==> config.mk <==
export PLATFORM = sky130hd
export DESIGN_NAME = matrix_mult_stream
export DESIGN_NICKNAME = d
export VERILOG_FILES = /design/src/rtl/matrix_mult_stream.sv
export SDC_FILE = /design/constraint.sdc
export NUM_CORES = 1
export LEC_CHECK = 0
export ABC_AREA = 1
export CAP_MARGIN = 40
export CORE_MARGIN = 2
export CORE_UTILIZATION = 25
export DETAILED_ROUTE_END_ITERATION = 6
export DONT_BUFFER_PORTS = 1
export PLACE_DENSITY = 0.44
export SYNTH_ARGS = -nofsm -noshare
export SYNTH_HDL_FRONTEND = slang
export SYNTH_SLANG_ARGS = --single-unit
==> constraint.sdc <==
create_clock -name clk -period 7.2 [get_ports clk]
set_input_delay 1.8 -clock clk [delete_from_list [all_inputs] [get_ports clk]]
set_output_delay 1.8 -clock clk [all_outputs]
set_load 0.01 [all_outputs]
==> src/rtl/matrix_mult_stream.sv <==
// matrix_mult_stream: serially loads an N x K matrix A and a K x M matrix B,
// computes C = A*B with one multiply-accumulate unit and streams the N x M
// result elements out row-major. Each result is either saturated or wrapped
// to DW bits, and a sticky flag records whether any element of the job overflowed.
module matrix_mult_stream #(
  parameter int N   = 2,
  parameter int K   = 2,
  parameter int M   = 2,
  parameter int DW  = 8,
  parameter int SAT = 1
) (
  input  logic          clk,
  input  logic          rst,
  input  logic          start,
  input  logic          inValid,
  input  logic [DW-1:0] inData,
  output logic          busy,
  output logic          outValid,
  output logic [DW-1:0] outData,
  output logic          done,
  output logic          overflow
);

  // The accumulator is wide enough to hold K full-range products without overflow.
  localparam int ACC_W = 2 * DW + $clog2(K);
  localparam int NA    = N * K;
  localparam int NB    = K * M;
  localparam int AAW   = (NA > 1) ? $clog2(NA) : 1;
  localparam int BAW   = (NB > 1) ? $clog2(NB) : 1;
  localparam int IW    = (N > 1) ? $clog2(N) : 1;
  localparam int JW    = (M > 1) ? $clog2(M) : 1;
  localparam int KW    = (K > 1) ? $clog2(K) : 1;

  localparam logic [2:0] S_IDLE    = 3'd0;
  localparam logic [2:0] S_LOAD_A  = 3'd1;
  localparam logic [2:0] S_LOAD_B  = 3'd2;
  localparam logic [2:0] S_COMPUTE = 3'd3;
  localparam logic [2:0] S_DONE    = 3'd4;

  logic [2:0]       state;

  // Operand storage, row-major.
  logic [DW-1:0]    a_mem [NA];
  logic [DW-1:0]    b_mem [NB];

  // Load-phase write pointers.
  logic [AAW-1:0]   la;
  logic [BAW-1:0]   lb;

  // Compute-phase loop indices: k innermost, then j, then i.
  logic [IW-1:0]    ci;
  logic [JW-1:0]    cj;
  logic [KW-1:0]    ck;

  logic [ACC_W-1:0] acc;

  // MAC datapath signals.
  logic [AAW-1:0]   a_addr;
  logic [BAW-1:0]   b_addr;
  logic [DW-1:0]    a_rd;
  logic [DW-1:0]    b_rd;
  logic [ACC_W-1:0] prod;
  logic [ACC_W-1:0] acc_next;
  logic             elem_ovf;
  logic [DW-1:0]    elem_val;
  logic             i_last;
  logic             j_last;
  logic             k_last;
  logic             la_last;
  logic             lb_last;

  assign busy = (state != S_IDLE);
  assign done = (state == S_DONE);

  // Operand fetch, multiply-accumulate and per-element saturate/wrap.
  always_comb begin
    // NOTE: every signal gets a value on every path through this block, so
    // no latch can be inferred even if the logic below grows conditionals.
    a_addr   = AAW'(int'(ci) * K + int'(ck));
    b_addr   = BAW'(int'(ck) * M + int'(cj));
    a_rd     = a_mem[a_addr];
    b_rd     = b_mem[b_addr];
    prod     = ACC_W'(a_rd) * ACC_W'(b_rd);
    acc_next = ((ck == '0) ? '0 : acc) + prod;
    elem_ovf = |acc_next[ACC_W-1:DW];
    elem_val = acc_next[DW-1:0];
    if (elem_ovf && (SAT != 0)) begin
      elem_val = '1;
    end
    i_last   = (ci == IW'(N - 1));
    j_last   = (cj == JW'(M - 1));
    k_last   = (ck == KW'(K - 1));
    la_last  = (la == AAW'(NA - 1));
    lb_last  = (lb == BAW'(NB - 1));
  end

  // Operand capture during the two load phases.
  always_ff @(posedge clk) begin
    // NOTE: the matrices have no reset; every job rewrites all elements
    // before any of them is read, so clearing them would only cost logic.
    if (state == S_LOAD_A && inValid) begin
      a_mem[la] <= inData;
    end
    if (state == S_LOAD_B && inValid) begin
      b_mem[lb] <= inData;
    end
  end

  // Job sequencing, loop indices, accumulator and registered result output.
  always_ff @(posedge clk) begin
    // NOTE: non-blocking assignments throughout, so every register samples
    // the pre-edge values regardless of statement order.
    if (rst) begin
      state    <= S_IDLE;
      la       <= '0;
      lb       <= '0;
      ci       <= '0;
      cj       <= '0;
      ck       <= '0;
      acc      <= '0;
      outValid <= 1'b0;
      outData  <= '0;
      overflow <= 1'b0;
    end else begin
      outValid <= 1'b0;
      case (state)
        S_IDLE: begin
          if (start) begin
            state    <= S_LOAD_A;
            la       <= '0;
            lb       <= '0;
            ci       <= '0;
            cj       <= '0;
            ck       <= '0;
            overflow <= 1'b0;
          end
        end

        S_LOAD_A: begin
          if (inValid) begin
            if (la_last) begin
              la    <= '0;
              state <= S_LOAD_B;
            end else begin
              la <= la + 1'b1;
            end
          end
        end

        S_LOAD_B: begin
          if (inValid) begin
            if (lb_last) begin
              lb    <= '0;
              state <= S_COMPUTE;
            end else begin
              lb <= lb + 1'b1;
            end
          end
        end

        S_COMPUTE: begin
          acc <= acc_next;
          if (k_last) begin
            // Final sum of C[i][j]: present it on the next cycle.
            outValid <= 1'b1;
            outData  <= elem_val;
            if (elem_ovf) begin
              overflow <= 1'b1;
            end
            ck <= '0;
            if (j_last) begin
              cj <= '0;
              if (i_last) begin
                ci    <= '0;
                state <= S_DONE;
              end else begin
                ci <= ci + 1'b1;
              end
            end else begin
              cj <= cj + 1'b1;
            end
          end else begin
            ck <= ck + 1'b1;
          end
        end

        S_DONE: begin
          state <= S_IDLE;
        end

        default: begin
          state <= S_IDLE;
        end
      endcase
    end
  end

endmodule

======== Word level (Yosys, flattened, before mapping) ========
Memory sizes are Yosys's and may differ from the RTL's.
Index checks and enable logic that the tools add are counted.
operators by class
  divide/modulo/power cells ............... 0
  $lt $le $gt $ge ......................... 0
  bitwise gates (word level) .............. 1
  mux-type cells .......................... 36
  equality and inequality tests ........... 15
  add/sub/neg operators ................... 8
  reductions and logical operators ........ 17
  $mul .................................... 1
  shifts and indexed selects .............. 0
operator list
  operator             number
  $mux 3               8
  $ne 2x2->1 const B   9
  $add 17x16->17       1
  $mux 17              1
  $mul 8x8->16         1
  $mux 1               14
  $pmux 3 s4           1
  $mux 2               5
  $reduce_and 3->1     3
  $reduce_or 9->1      1
  $mux 8               1
  $pmux 1 s2           4
  $pmux 2 s2           2
  $reduce_and 4->1     2
  $reduce_and 8->1     1
  $eq 3x2->1 const B   2
  $reduce_bool 2->1    3
  $add 2x1->2          2
  $add 2x1->2 const B  2
  $eq 2x2->1 const B   2
  $reduce_and 2->1     2
  $add 1x1->1 const B  3
  $eq 3x1->1 const B   1
  $eq 3x3->1 const B   1
  other kinds (5)      6
word-level totals
  memory bits (read-only) ................. 0
  logic and storage cells ................. 90
  RAM bits ................................ 64
  flip-flop bits (word level) ............. 37
  input bits .............................. 12
  memories kept ........................... 2
  bits in latches ......................... 0
  output and inout port bits .............. 12
memory list
  memory  depth  bits a word  read ports  clocked after Yosys merged registers in  write ports  RTL line  source
  a_mem   4      8            1           0                                        1            43        logic [DW-1:0] a_mem [NA];
  b_mem   4      8            1           0                                        1            44        logic [DW-1:0] b_mem [NB];

======== Depth between registers and ports, before layout ========
An unclocked memory read counts as a cell.
  depth after elaboration ................. 8
  depth in mapped cells ................... 30
  mapped depth without buffers ............ 27

======== Worst setup path before layout ========
No wires, ideal clock.
  path type ............................... reg-to-reg
  start point ............................. register ck
  end point ............................... register outData[6]
  path slack .............................. 2.161 ns
  arrival ................................. 4.930 ns
  clock period less this slack ............ 5.039 ns
  buffers on the path ..................... 3
  library setup time ...................... 0.109 ns
  stages on the path, launching flop included .. 28
  required time ........................... 7.091 ns
  cell sequence ........................... dfxtp_1 -> buf_2 -> clkinv_1 -> buf_2 -> a32oi_1 -> nand2_1 -> fa_1 -> inv_1 -> fa_1 -> inv_1 -> fa_1 -> fa_1 -> inv_1 -> ha_1 -> nand2_1 -> nand2_1 -> o21ai_0 -> nand2_1 -> nand2_1 -> nand2_1 -> nor2_1 -> nand2_1 -> nor2_1 -> and2_1 -> buf_4 -> nand3_1 -> nand2_1 -> inv_1
between the ends
  longest elaborated chain between the ends .. 6
  elaborated cells between the ends (all ways) .. 10
  classes of those cells .................. add/sub: 3; mul: 1; mux: 2; reduce/logical: 2; memory: 2
RTL lines
  what                                   RTL line  source
  start: declaration                     53        logic [KW-1:0] ck;
  start signal: assignment               183       ck <= ck + 1'b1;
  $add 2x1->2, on equally long branches  79, 80
  $mem_v2 4x8, on equally long branches  --
  $mul 8x8->16                           83        prod = ACC_W'(a_rd) * ACC_W'(b_rd);
  $add 17x16->17                         84        acc_next = ((ck == '0) ? '0 : acc) + prod;
  $reduce_or 9->1                        85        elem_ovf = |acc_next[ACC_W-1:DW];
  $mux 8                                 87        if (elem_ovf && (SAT != 0)) begin
  end signal: assignment                 166       outData <= elem_val;
  end: declaration                       19        output logic [DW-1:0] outData,
Parallel ways exist; a longest one is shown, timed or not.
A chain may end at the register's enable or synchronous reset.

======== Worst setup path in the final report ========
  start point ............................. register ck
  end point ............................... register outData[2]
Same word-level chain as after synthesis.

==> results.cfg <==
[run_status]
status = complete, no violations

[drt]
via_per_inst = 4.29
met3_wirelength_um = 592
first_pass_iters = 5
detailroute.via_count = 4926
wl_per_cell_um = 15.0
antenna_left = 0
topRoutingLayerUsed = met4
routed_wirelength_um = 17200
routed-wl-met2_um = 8180
routedLengthMet1_um = 8250
first_iter_violations = 226
drc_errors = 0

[global_routing]
number_of_global_route_vias_before_repair = 5014
track_usage_pct = 12.6
grt_max_degree = 35
initial_antenna_violation_count = 0
grt_pass1_wl_um = 27300
grt-ovfl-total = 0

[layout]
drive_above_1_share_pct = 3.97
n_antenna_cell = 0
area_growth_synth_to_finish_pct = 11.4
final_net_count = 909

[timing]
max_slew.worst_pin.slew_ns = 0.843
min_period_over_period_pct = 86.7
report.final.setup_viol = 0
timing.setup.tns_ns = 0
timing.clock.skew_ns = 0.00824
slew_headroom_pct = 43.6
fmax_ghz = 0.160
period_needed_ns = 6.24
setup_repair_after_global_routing_missed_its_margin = no
timing.final.hold_violations = 0
maxSlewViolCount = 0

[clock_network]
hold_buffers_post_cts = 0
cts_post_setup_buffers_inserted = 0
clock_sinks = 101
clock_tree_from_tritoncts = built
clock_latency_at_the_later_pin_of_the_worst_skew_pair_ns = 0.36
path_clk_slew_ns = 0.08
cts_buffer_depth = 2
htreeDepth = 3
clk_root_buffer_cell = sky130_fd_sc_hd__clkbuf_16
tritoncts.num_buffers = 9
cts.repair.resized = 0

[setup_path]
worst_path_fanout_max = 26
critPathKind = reg -> reg
cp_data_arrival_time_ns = 6.50
cp_data_required_time_ns = 7.46
startpoint = ck
regToRegEndpoint = outData[2]
rrSetupSlack_ns = 0.96
timing.rr.start = ck
crit_path_max_incr_delay_ns = 0.64
worstSetupStartpointType = flop
timing.reg2reg.worst_path_depth = 25
path_common_cell = sky130_fd_sc_hd__nand2_1
endpoint_kind = flop
worst_path_max_delay_cell = sky130_fd_sc_hd__clkinv_1

[placement]
post-dp-hpwl_um = 13500
buffers_added_on_ports = 0
place.gp.congestion = 0.872

[yosys]
synthesis.area_per_instance_um2 = 8.54
yosys-top-cells-area = sky130_fd_sc_hd__edfxtp_1, sky130_fd_sc_hd__fa_1, sky130_fd_sc_hd__dfxtp_1
post-synth-top-area-cell = sky130_fd_sc_hd__edfxtp_1
cell_count_after_synthesis = 801
seq_area_frac_synth_pct = 38.9
synth-seq-cells = 101
yosys_warnings = 0
synth_enable_flop_cells = 64
synth_top_cell_area_share_pct = 28.1
synth.area.mux_share_pct = 0
yosys.area_share.xor_xnor_pct = 0.640
fraction_of_the_mapped_netlist_area_in_compound_gates_pct = 8.12
post_synth_and_or_nand_nor_area_fraction_pct = 18.3
post_synth_instance_area_um2 = 6840
synth_cell_types = 32
synthArstFlopShare_pct = 0
synth_ff_type = sky130_fd_sc_hd__edfxtp_1
synth_fp_nets = 909
synth_top_family_by_area = adder cells
synth_adder_area_share_pct = 23.1

[hold_path]
worstHoldEndpoint = acc[15]
worstHoldPathCells = 2
min-delay-start = acc[15]
timing.hold.worst.class = reg -> reg

[run]
max_cap_viols = 0

[die]
core_region_area_um2 = 26900
die_width_um = 169
cell_rows = 60
dieHeight_um = 169
fp.dieArea_um2 = 28700
initial_utilization_pct = 25.4
pin_count = 24
area by class of cell:
type / count / area (um2)
Fill cell: 2917 / 19300
Multi-Input combinational cell: 503 / 3430
Sequential cell: 101 / 2660
Inverter: 176 / 661
Tap cell: 341 / 427
Clock buffer: 9 / 225
Clock inverter: 7 / 124
Timing Repair Buffer: 10 / 95.1
layer usage:
metal	vias to the layer above	global-route usage, %
met2	75	21.3
met5	-	0
met4	0	2.90
met3	11	1.87
li1	2507	-
met1	2333	16.9
kinds of logic after synthesis:
group	after synthesis
simple gates	314
buf+inv	197
flops	101
fa+ha+maj	96
compound gates	88
xor+xnor	5
synthesized netlist by cell type, types with 3 or more instances:
master and instances:
sky130_fd_sc_hd__fa_1 50, sky130_fd_sc_hd__nand3_1 26, sky130_fd_sc_hd__nor3_1 3, sky130_fd_sc_hd__a21oi_1 36, sky130_fd_sc_hd__xnor2_1 4, sky130_fd_sc_hd__dfxtp_1 37, sky130_fd_sc_hd__inv_1 172, sky130_fd_sc_hd__nand2_1 190
sky130_fd_sc_hd__o21a_1 8, sky130_fd_sc_hd__edfxtp_1 64, sky130_fd_sc_hd__ha_1 46, sky130_fd_sc_hd__nand4_1 4, sky130_fd_sc_hd__a32oi_1 16, sky130_fd_sc_hd__o21ai_0 13, sky130_fd_sc_hd__nor2_1 84, sky130_fd_sc_hd__a211oi_1 5
sky130_fd_sc_hd__o211ai_1 6, sky130_fd_sc_hd__clkbuf_1 13, sky130_fd_sc_hd__buf_2 6, sky130_fd_sc_hd__clkinv_1 3
critical path: cells and delay by family (launching register included):
kind                       cells  cell delay, ns
and+or+nand+nor               11            1.24
AOI/OAI and AO/OA              2            0.45
buffers and inverters          7            1.56
DFF                            1            0.34
adders and majority gates      5            2.52
stage by stage:
stage          area [um2]  hold WS (ns)  worst slack, ns  instances  util, %
2_1_floorplan        6840         0.467             2.16        801        -
3_3_place_gp         7220         0.481            0.964       1127     26.9
3_5_place_dp         7270         0.477            0.964       1131     27.1
4_1_cts              7620         0.503            0.941       1147     28.4
5_1_grt              7620         0.523            0.376       1147     28.4
6_report             7620         0.500            0.958       1147     28.4
placed cells by master, fill, tap and decap left out, types with 2 or more instances in the layout:
master / n
sky130_fd_sc_hd__a31oi_1: 2
sky130_fd_sc_hd__clkbuf_16: 9
sky130_fd_sc_hd__nor3_1: 3
sky130_fd_sc_hd__a21oi_1: 36
sky130_fd_sc_hd__ha_1: 46
sky130_fd_sc_hd__nor2_1: 84
sky130_fd_sc_hd__buf_4: 9
sky130_fd_sc_hd__a211oi_1: 5
sky130_fd_sc_hd__and2_1: 2
sky130_fd_sc_hd__a32oi_1: 16
sky130_fd_sc_hd__edfxtp_1: 64
sky130_fd_sc_hd__inv_8: 2
sky130_fd_sc_hd__clkinv_1: 3
sky130_fd_sc_hd__o211ai_1: 6
sky130_fd_sc_hd__nand2_1: 190
sky130_fd_sc_hd__o21ai_0: 13
sky130_fd_sc_hd__fa_1: 50
sky130_fd_sc_hd__o21a_1: 8
sky130_fd_sc_hd__nand3_1: 26
sky130_fd_sc_hd__xnor2_1: 4
sky130_fd_sc_hd__nand4_1: 4
sky130_fd_sc_hd__clkinv_8: 2
sky130_fd_sc_hd__inv_1: 172
sky130_fd_sc_hd__bufinv_16: 2
sky130_fd_sc_hd__nor2_2: 2
sky130_fd_sc_hd__dfxtp_1: 37
flip-flops by register name, indices dropped and copies added (netlist names):
name,count
outValid,1
ck,1
state,3
la,2
b_mem,32
ci,1
acc,17
cj,1
a_mem,32
outData,8
overflow,1
lb,2
how the worst max path moves through the flow:
stage / cells after the start / end / slack (ns)
3_3_place_gp: 25 / outData[3] / 0.96
4_1_cts: 25 / outData[2] / 0.94
3_5_place_dp: 25 / outData[2] / 0.96
5_1_grt: 26 / outData[4] / 0.38
2_1_floorplan: 27 / outData[6] / 2.16
6_report: 25 / outData[2] / 0.96
Power is not shown: default switching activity piles up to over one toggle a cycle in this logic, so the estimate is an artifact.
